--- src/rtl/dg_sequencer_if.sv ---
// Signal bundle between the higher-level control / generator and dg_sequencer.
// Both the control side and the generator feedback are grouped here.
interface dg_sequencer_if #(
    parameter int LOOP_W = 8,
    parameter int LEN_W  = 8
);
    logic              start;
    logic              abort;
    logic [LOOP_W-1:0] cfg_loops;
    logic [LEN_W-1:0]  cfg_run_len;
    logic [LEN_W-1:0]  cfg_gap_len;
    logic              dg_enable;
    logic              dg_ctrl;
    logic              busy;
    logic              done;
    logic [LOOP_W-1:0] loops_done;

    modport master (
        output start, abort, cfg_loops, cfg_run_len, cfg_gap_len, dg_enable,
        input  dg_ctrl, busy, done, loops_done
    );

    modport slave (
        input  start, abort, cfg_loops, cfg_run_len, cfg_gap_len, dg_enable,
        output dg_ctrl, busy, done, loops_done
    );
endinterface

--- src/rtl/dg_sequencer.sv ---
// Run controller for the digital generator: produces the run/gap ctrl pattern,
// counts generator loops from enable toggles and stops after cfg_loops loops.
module dg_sequencer #(
    parameter int LOOP_W = 8,
    parameter int LEN_W  = 8
) (
    input  logic              clk,
    input  logic              rst_n,
    dg_sequencer_if.slave     bus,
    output logic [1:0]        dbg_state_o
);
    typedef enum logic [1:0] {
        IDLE = 2'd0,
        RUN  = 2'd1,
        GAP  = 2'd2
    } state_e;

    state_e            state_q, state_d;
    logic [LEN_W-1:0]  phase_q, phase_d;
    logic [LOOP_W-1:0] loops_q, loops_d;
    logic [LOOP_W-1:0] cfg_loops_q, cfg_loops_d;
    logic [LEN_W-1:0]  run_len_q, run_len_d;
    logic [LEN_W-1:0]  gap_len_q, gap_len_d;
    logic              en_q;
    logic              done_q, done_d;
    logic              ctrl_q, busy_q;

    logic              edge_w;
    logic [LOOP_W-1:0] loops_inc;
    logic [LEN_W-1:0]  phase_inc;

    assign edge_w    = bus.dg_enable ^ en_q;
    assign loops_inc = loops_q + 1'b1;
    assign phase_inc = phase_q + 1'b1;

    always_comb begin
        state_d     = state_q;
        phase_d     = phase_q;
        loops_d     = loops_q;
        cfg_loops_d = cfg_loops_q;
        run_len_d   = run_len_q;
        gap_len_d   = gap_len_q;
        done_d      = 1'b0;
        unique case (state_q)
            IDLE: begin
                if (bus.start && !bus.abort) begin
                    loops_d     = '0;
                    cfg_loops_d = bus.cfg_loops;
                    run_len_d   = bus.cfg_run_len;
                    gap_len_d   = bus.cfg_gap_len;
                    phase_d     = '0;
                    if (bus.cfg_loops == '0) begin
                        done_d = 1'b1;
                    end else begin
                        state_d = RUN;
                    end
                end
            end
            RUN, GAP: begin
                // Priority: abort, then completion, then ordinary phase stepping.
                if (bus.abort) begin
                    state_d = IDLE;
                    phase_d = '0;
                end else if (edge_w && (loops_inc == cfg_loops_q)) begin
                    state_d = IDLE;
                    phase_d = '0;
                    done_d  = 1'b1;
                    loops_d = cfg_loops_q;
                end else begin
                    if (edge_w) begin
                        loops_d = loops_inc;
                    end
                    if (state_q == RUN) begin
                        if (run_len_q == '0) begin
                            phase_d = '0;
                        end else if (phase_inc == run_len_q) begin
                            state_d = (gap_len_q != '0) ? GAP : RUN;
                            phase_d = '0;
                        end else begin
                            phase_d = phase_inc;
                        end
                    end else begin
                        if (phase_inc == gap_len_q) begin
                            state_d = RUN;
                            phase_d = '0;
                        end else begin
                            phase_d = phase_inc;
                        end
                    end
                end
            end
            default: begin
                state_d = IDLE;
                phase_d = '0;
            end
        endcase
    end

    always_ff @(posedge clk) begin
        if (!rst_n) begin
            state_q     <= IDLE;
            phase_q     <= '0;
            loops_q     <= '0;
            cfg_loops_q <= '0;
            run_len_q   <= '0;
            gap_len_q   <= '0;
            en_q        <= 1'b0;
            done_q      <= 1'b0;
            ctrl_q      <= 1'b0;
            busy_q      <= 1'b0;
        end else begin
            state_q     <= state_d;
            phase_q     <= phase_d;
            loops_q     <= loops_d;
            cfg_loops_q <= cfg_loops_d;
            run_len_q   <= run_len_d;
            gap_len_q   <= gap_len_d;
            en_q        <= bus.dg_enable;
            done_q      <= done_d;
            ctrl_q      <= (state_d == RUN);
            busy_q      <= (state_d != IDLE);
        end
    end

    assign bus.dg_ctrl    = ctrl_q;
    assign bus.busy       = busy_q;
    assign bus.done       = done_q;
    assign bus.loops_done = loops_q;
    assign dbg_state_o    = state_q;
endmodule
--- src/flat_wrapper.sv ---
// flat-port wrapper written by rule: the top's interface ports become plain ports
module dg_sequencer_flat 
#(
    parameter int LOOP_W = 8,
    parameter int LEN_W  = 8
)
  (clk, rst_n, dbg_state_o, bus_start, bus_abort, bus_cfg_loops, bus_cfg_run_len, bus_cfg_gap_len, bus_dg_enable, bus_dg_ctrl, bus_busy, bus_done, bus_loops_done);
  dg_sequencer_if #(.LOOP_W(LOOP_W), .LEN_W(LEN_W)) bus_i ();
  input  logic clk;
  input  logic rst_n;
  output logic [1:0] dbg_state_o;
  input wire logic [$bits(bus_i.start)-1:0] bus_start;
  input wire logic [$bits(bus_i.abort)-1:0] bus_abort;
  input wire logic [$bits(bus_i.cfg_loops)-1:0] bus_cfg_loops;
  input wire logic [$bits(bus_i.cfg_run_len)-1:0] bus_cfg_run_len;
  input wire logic [$bits(bus_i.cfg_gap_len)-1:0] bus_cfg_gap_len;
  input wire logic [$bits(bus_i.dg_enable)-1:0] bus_dg_enable;
  output wire logic [$bits(bus_i.dg_ctrl)-1:0] bus_dg_ctrl;
  output wire logic [$bits(bus_i.busy)-1:0] bus_busy;
  output wire logic [$bits(bus_i.done)-1:0] bus_done;
  output wire logic [$bits(bus_i.loops_done)-1:0] bus_loops_done;
  assign bus_i.start = bus_start;
  assign bus_i.abort = bus_abort;
  assign bus_i.cfg_loops = bus_cfg_loops;
  assign bus_i.cfg_run_len = bus_cfg_run_len;
  assign bus_i.cfg_gap_len = bus_cfg_gap_len;
  assign bus_i.dg_enable = bus_dg_enable;
  assign bus_dg_ctrl = bus_i.dg_ctrl;
  assign bus_busy = bus_i.busy;
  assign bus_done = bus_i.done;
  assign bus_loops_done = bus_i.loops_done;
  dg_sequencer #(.LOOP_W(LOOP_W), .LEN_W(LEN_W)) u_core (.clk(clk), .rst_n(rst_n), .bus(bus_i), .dbg_state_o(dbg_state_o));
endmodule
--- config.mk ---
export PLATFORM = sky130hd
export DESIGN_NAME = dg_sequencer_flat
export DESIGN_NICKNAME = d
export VERILOG_FILES = /design/src/rtl/dg_sequencer_if.sv /design/src/rtl/dg_sequencer.sv /design/src/flat_wrapper.sv
export SDC_FILE = /design/constraint.sdc
export NUM_CORES = 1
export LEC_CHECK = 0
export BUFFER_PORTS_ARGS = -buffer_cell sky130_fd_sc_hd__buf_2
export CAP_MARGIN = 20
export CORE_ASPECT_RATIO = 0.9
export CORE_MARGIN = 2
export CORE_UTILIZATION = 62
export CTS_CLUSTER_SIZE = 10
export DETAILED_ROUTE_END_ITERATION = 8
export PLACE_DENSITY_LB_ADDON = 0.1
export SETUP_SLACK_MARGIN = 0.4
export SLEW_MARGIN = 20
export SYNTH_ARGS = -nofsm -noshare
export SYNTH_HDL_FRONTEND = slang
export SYNTH_SLANG_ARGS = --single-unit
--- constraint.sdc ---
create_clock -name clk -period 5.6 [get_ports clk]
set_input_delay 1.12 -clock clk [delete_from_list [all_inputs] [get_ports clk]]
set_output_delay 1.12 -clock clk [all_outputs]
set_load 0.01 [all_outputs]
### After elaboration in Yosys (flattened, before gate mapping)

Cells that the tools add are included.

| operators by class | value |
|---|---|
| add/subtract/negate cells | 2 |
| multipliers | 0 |
| div/mod/pow operators | 0 |
| $lt $le $gt $ge | 0 |
| eq/ne operators | 9 |
| shift-type cells | 0 |
| muxes and demuxes | 27 |
| bitwise gates (word level) | 1 |
| reduce and logical (&&, ||, !) cells | 12 |

Operators by type and width:

| operator | count |
|---|---|
| 2-to-1 mux 8 bit | 10 |
| case mux 8 bit (2 select lines) | 2 |
| equality test 8 bit | 3 |
| 2-to-1 mux 2 bit | 9 |
| adder 8 x 1 -> 8 bit, second input constant | 2 |
| zero test 8 bit | 2 |
| nonzero test 8 bit | 1 |
| equality test 2 x 1 -> 1 bit, second input constant | 2 |
| 2-to-1 mux 1 bit | 4 |
| case mux 2 bit (2 select lines) | 1 |
| AND reduction 4 bit | 1 |
| nonzero test 2 bit | 2 |
| inequality test 3 x 1 -> 1 bit, second input constant | 1 |
| equality test 2 bit, second input constant | 1 |
| logical AND 1 bit | 2 |
| zero test 2 bit | 1 |
| inequality test 2 x 1 -> 1 bit, second input constant | 1 |
| inequality test 2 bit, second input constant | 1 |
| case mux 1 bit (2 select lines) | 1 |
| AND reduction 2 bit | 1 |
| OR reduction 2 bit | 1 |
| zero test 1 bit | 1 |
| bitwise XOR 1 bit | 1 |

| storage, ports and cells | value |
|---|---|
| bits in registers | 46 |
| latch bits | 0 |
| memory bits (writable) | 0 |
| ROM bits | 0 |
| memories kept | 0 |

### Longest topological paths before layout

| depth | value |
|---|---|
| depth in word-level cells | 9 |
| depth in mapped cells | 9 |
| gate-level depth less buffers | 8 |

### Worst setup path before layout

OpenSTA, ideal clock, no wires.

| path | value |
|---|---|
| kind | input-to-reg |
| start point | in bus_dg_enable |
| end point | reg u_core.loops_q[3], in the netlist u_core.bus.loops_done[3] |
| arrival time | 2.661 ns |
| data required time | 5.485 ns |
| path slack | 2.824 ns |
| stages | 7 |
| path buffers | 0 |
| cells stage by stage | xnor2_1 -> a2111oi_1 -> o21ai_1 -> or4_4 -> o211ai_2 -> a21boi_0 -> o21a_1 |

| on the way | value |
|---|---|
| cells in the longest elaborated chain, start to end | 5 |
| elaborated cells on any way between the ends | 7 |

Ends and longest elaborated chain:

| element | RTL line | RTL |
|---|---|---|
| start: declaration | flat_wrapper.sv:17 | `input wire logic [$bits(bus_i.dg_enable)-1:0] bus_dg_enable;` |
| bitwise XOR 1 bit * | dg_sequencer.sv:32 | `assign edge_w = bus.dg_enable ^ en_q;` |
| logical AND 1 bit | dg_sequencer.sv:64 | `end else if (edge_w && (loops_inc == cfg_loops_q)) begin` |
| 2-to-1 mux 8 bit | dg_sequencer.sv:64 |  |
| 2-to-1 mux 8 bit | dg_sequencer.sv:61 | `if (bus.abort) begin` |
| case mux 8 bit (2 select lines) | dg_sequencer.sv:44 | `unique case (state_q)` |
| end signal: assignment | dg_sequencer.sv:114 | `loops_q <= loops_d;` |
| end: declaration | dg_sequencer.sv:20 | `logic [LOOP_W-1:0] loops_q, loops_d;` |

Mark *: on every way between the ends. The rest lies on a longest branch, timed or not. The select of a mux whose other input is x is not followed.
A chain may end at the register's enable or synchronous reset.

### Worst setup path after layout

| path | value |
|---|---|
| start point | reg u_core.state_q[0], in the netlist u_core.dbg_state_o[0] |
| end point | reg u_core.loops_q[7], in the netlist u_core.bus.loops_done[7] |

| on the way | value |
|---|---|
| cells in the longest elaborated chain, start to end | 4 |
| elaborated cells on any way between the ends | 10 |

Ends and longest elaborated chain:

| element | RTL line | RTL |
|---|---|---|
| start: declaration | dg_sequencer.sv:18 | `state_e state_q, state_d;` |
| start signal: assignment | dg_sequencer.sv:112 | `state_q <= state_d;` |
| equality test 2 bit / equality test 2 x 1 -> 1 bit (equally long branches) | dg_sequencer.sv:44 |  |
| OR reduction 2 bit | dg_sequencer.sv:44 |  |
| inequality test 3 x 1 -> 1 bit (no source line) (tied with other cells) | -- |  |
| AND reduction 4 bit (no source line) | -- |  |

Parallel ways exist; a longest one is shown, timed or not.

==> impl_metrics.env <==
export IMPL_postCtsSetupRepairBufs=0
export IMPL_instances_no_fill=460
export IMPL_cts_root_buf="clkbuf_8"
export IMPL_ant_nets=0
export IMPL_synth_top_flop_cell="dfxtp_1"
export IMPL_ys_ff_latch=46
export IMPL_setup_viol=0
export IMPL_grt_pass1_vias=2432
export IMPL_worst_setup_path_end_kind="flip-flop"
export IMPL_syn_nets=404
export IMPL_antenna_found_initial=0
export IMPL_dp_hpwl_um=5030
export IMPL_grt_max_degree=29
export IMPL_gp_routability_congestion=0.892
export IMPL_synth_area_um2=2970
export IMPL_worst_setup_path_start_kind="flip-flop"
export IMPL_start_util=0.656
export IMPL_htreeDepth=2
export IMPL_die_area_um2=5350
export IMPL_min_period_ns=2.80
export IMPL_place_ws_ns=2.57
export IMPL_drc=0
export IMPL_rows=23
export IMPL_setup_tns_ns=0
export IMPL_syn_inst=370
export IMPL_clock_path_buffers=2
export IMPL_overflow=0
export IMPL_critPathKind="flip-flop to flip-flop"
export IMPL_nets=431
export IMPL_fmax_mhz=357
export IMPL_grt_pass1_wl_um=11700
export IMPL_cts_resized=0
export IMPL_rsz0062_at_grt="false"
export IMPL_hold_viol=0
export IMPL_cts_buffers=5
export IMPL_synth_edf_count=0
export IMPL_finalClockSkew_ns=0.00791
export IMPL_drt_total_wl_um=6890
export IMPL_insertion_delay_ns=0.30
export IMPL_wire_per_inst_um=15.0
export IMPL_max_vdd_ir_drop_mv=0.182
export IMPL_port_buffers=41
export IMPL_relSlewSlack=0.418
export IMPL_ys_types=67
export IMPL_status="complete, no violations"
export IMPL_cp_max_fo=11
export IMPL_yosysWarnings=0
export IMPL_min_path_type="flip-flop to flip-flop"
export IMPL_syn_to_final_growth_pct=9.28
export IMPL_worstPathArrival_ns=3.04
export IMPL_cts_sinks=46
export IMPL_grt_usage=0.270
export IMPL_powerDensity_nw_per_um2=210
export IMPL_syn_area_per_cell_um2=8.01
export IMPL_drtPass1Iterations=4
export IMPL_path_clk_slew_ns=0.09
export IMPL_ios=42
export IMPL_die_y_um=69.6
export IMPL_dp_cells=452
export IMPL_die_w_um=76.9
export IMPL_tightest_slew_ns=0.873
export IMPL_fin_crit_sh=0.500
export IMPL_hold_worst_slack_ns=0.492
export IMPL_diodes=0
export IMPL_vias=2712
export IMPL_drive_above_1_share=0.181
export IMPL_p_leak_nw=1.25
export IMPL_setup_ws_ns=2.80
export IMPL_crit_required_ns=5.84
export IMPL_cts_tree="yes"
export IMPL_coreArea_um2=4520
export IMPL_avgViaCountPerCell=5.90
export IMPL_postCtsHoldBufs=0
export IMPL_synthArstFlopShare=0
export IMPL_drt_first_iter_violations=189
export IMPL_fin_util=0.717
export IMPL_cap_viol_max_count=0
export IMPL_ys_seq_area_frac=0.311
export IMPL_drv_slew=0
[area by class of cell]
cell class	count	area [um2]
tap	62	77.6
timing repair buffer	41	205
multi-input combinational	295	1910
sequential	46	921
clock inverter	1	8.76
clock buffer	7	86.3
fill	396	1280
inverter	8	30.0
[path summary, 6_finish.rpt]
path	start	slack, ns	depth (start not counted)	end
setup / recovery	u_core.dbg_state_o[0]	2.80	8	u_core.bus.loops_done[7]
hold / removal	u_core.cfg_loops_q[0]	0.49	2	u_core.cfg_loops_q[0]
setup reg to reg	u_core.dbg_state_o[0]	2.80	8	u_core.bus.loops_done[7]
hold reg to reg	u_core.cfg_loops_q[0]	0.49	2	u_core.cfg_loops_q[0]
[cells by family after synthesis]
logic type | Yosys count | share of synthesized area
XOR/XNOR | 25 | 0.0764
flip-flops | 46 | 0.311
buffers and inverters | 29 | 0.0447
AO/OA/AOI/OAI | 85 | 0.221
adder cells (fa/ha/maj) | 5 | 0.0211
multiplexers | 4 | 0.0139
AND/OR/NAND/NOR | 176 | 0.313
[cell usage in the layout (no fill, tap or decap), types with 3 or more instances in the layout]
cell,count
a211oi_2,3
a21boi_0,17
a21boi_1,3
a21oi_1,23
a31oi_1,4
and2_1,4
and3_1,4
buf_2,41
clkbuf_8,6
dfxtp_1,46
ha_1,5
inv_1,8
mux2i_1,3
nand2_1,74
nand2b_1,3
nand3_1,11
nand4_1,6
nor2_1,14
nor2b_1,17
nor3_1,10
nor3b_1,3
nor4_1,7
o211ai_1,6
o21a_1,3
o21ai_0,6
or4_1,4
xnor2_1,13
xor2_1,11
[critical path, stage by stage, from the launching register on]
cell and delay [ns]:
dfxtp_1 0.45, inv_1 0.08, ha_1 0.56, mux2i_1 0.19, a211oi_2 0.62, nand2_1 0.35
nor4_1 0.33, a21oi_1 0.07, nor2b_1 0.10
[through the flow]
stage,instance area (um2),total power [mW]
6_report,3240,0.681
5_1_grt,3240,0.712
4_1_cts,3240,0.685
3_5_place_dp,3150,0.470
3_3_place_gp,3150,0.467
2_1_floorplan,2970,0.439
[cell usage after synthesis, types with 2 or more instances]
cell type	count	share of area
a21boi_1	3	0.0076
or4_4	2	0.0076
mux2i_1	3	0.010
and3_1	4	0.0084
nor3b_1	3	0.0076
buf_2	3	0.0051
and2_1	4	0.0084
a21boi_0	17	0.043
nor3_1	10	0.017
o211ai_1	6	0.015
buf_4	3	0.0076
xnor2_1	13	0.038
nor2_1	14	0.018
o21ai_0	6	0.010
nand2b_1	3	0.0063
ha_1	5	0.021
nand2_1	74	0.094
nor4_1	7	0.015
nand3_2	2	0.0068
nor2b_1	17	0.036
a211oi_1	2	0.0051
nand4_1	6	0.013
inv_1	8	0.010
a31oi_1	4	0.0084
nand3b_1	2	0.0051
a21o_1	2	0.0051
a21oi_1	23	0.039
or4_1	4	0.010
nand3_1	11	0.019
o21a_1	3	0.0076
dfxtp_1	46	0.31
a211oi_2	3	0.013
xor2_1	11	0.032
clkbuf_1	13	0.016
[where the power goes]
| part | total, mW | internal (mW) | switching (mW) |
|---|---|---|---|
| registers | 0.351 | 0.338 | 0.0126 |
| logic | 0.113 | 0.0462 | 0.0668 |
| clock network | 0.218 | 0.102 | 0.115 |
[registers in the layout (all words and copies together) (netlist names)]
| signal | flops |
|---|---|
| u_core.bus.busy | 1 |
| u_core.bus.dg_ctrl | 1 |
| u_core.bus.done | 1 |
| u_core.bus.loops_done | 8 |
| u_core.cfg_loops_q | 8 |
| u_core.dbg_state_o | 2 |
| u_core.en_q | 1 |
| u_core.gap_len_q | 8 |
| u_core.phase_q | 8 |
| u_core.run_len_q | 8 |
[layer usage]
layer | vias up | global-route usage | part of all wire
met5 | - | 0 | 0
met1 | 1253 | 0.387 | 0.49
met4 | 0 | 0.0788 | 0.011
met3 | 10 | 0.0573 | 0.069
li1 | 1366 | - | -
met2 | 83 | 0.408 | 0.43
Power figures use the tool's default switching activity.
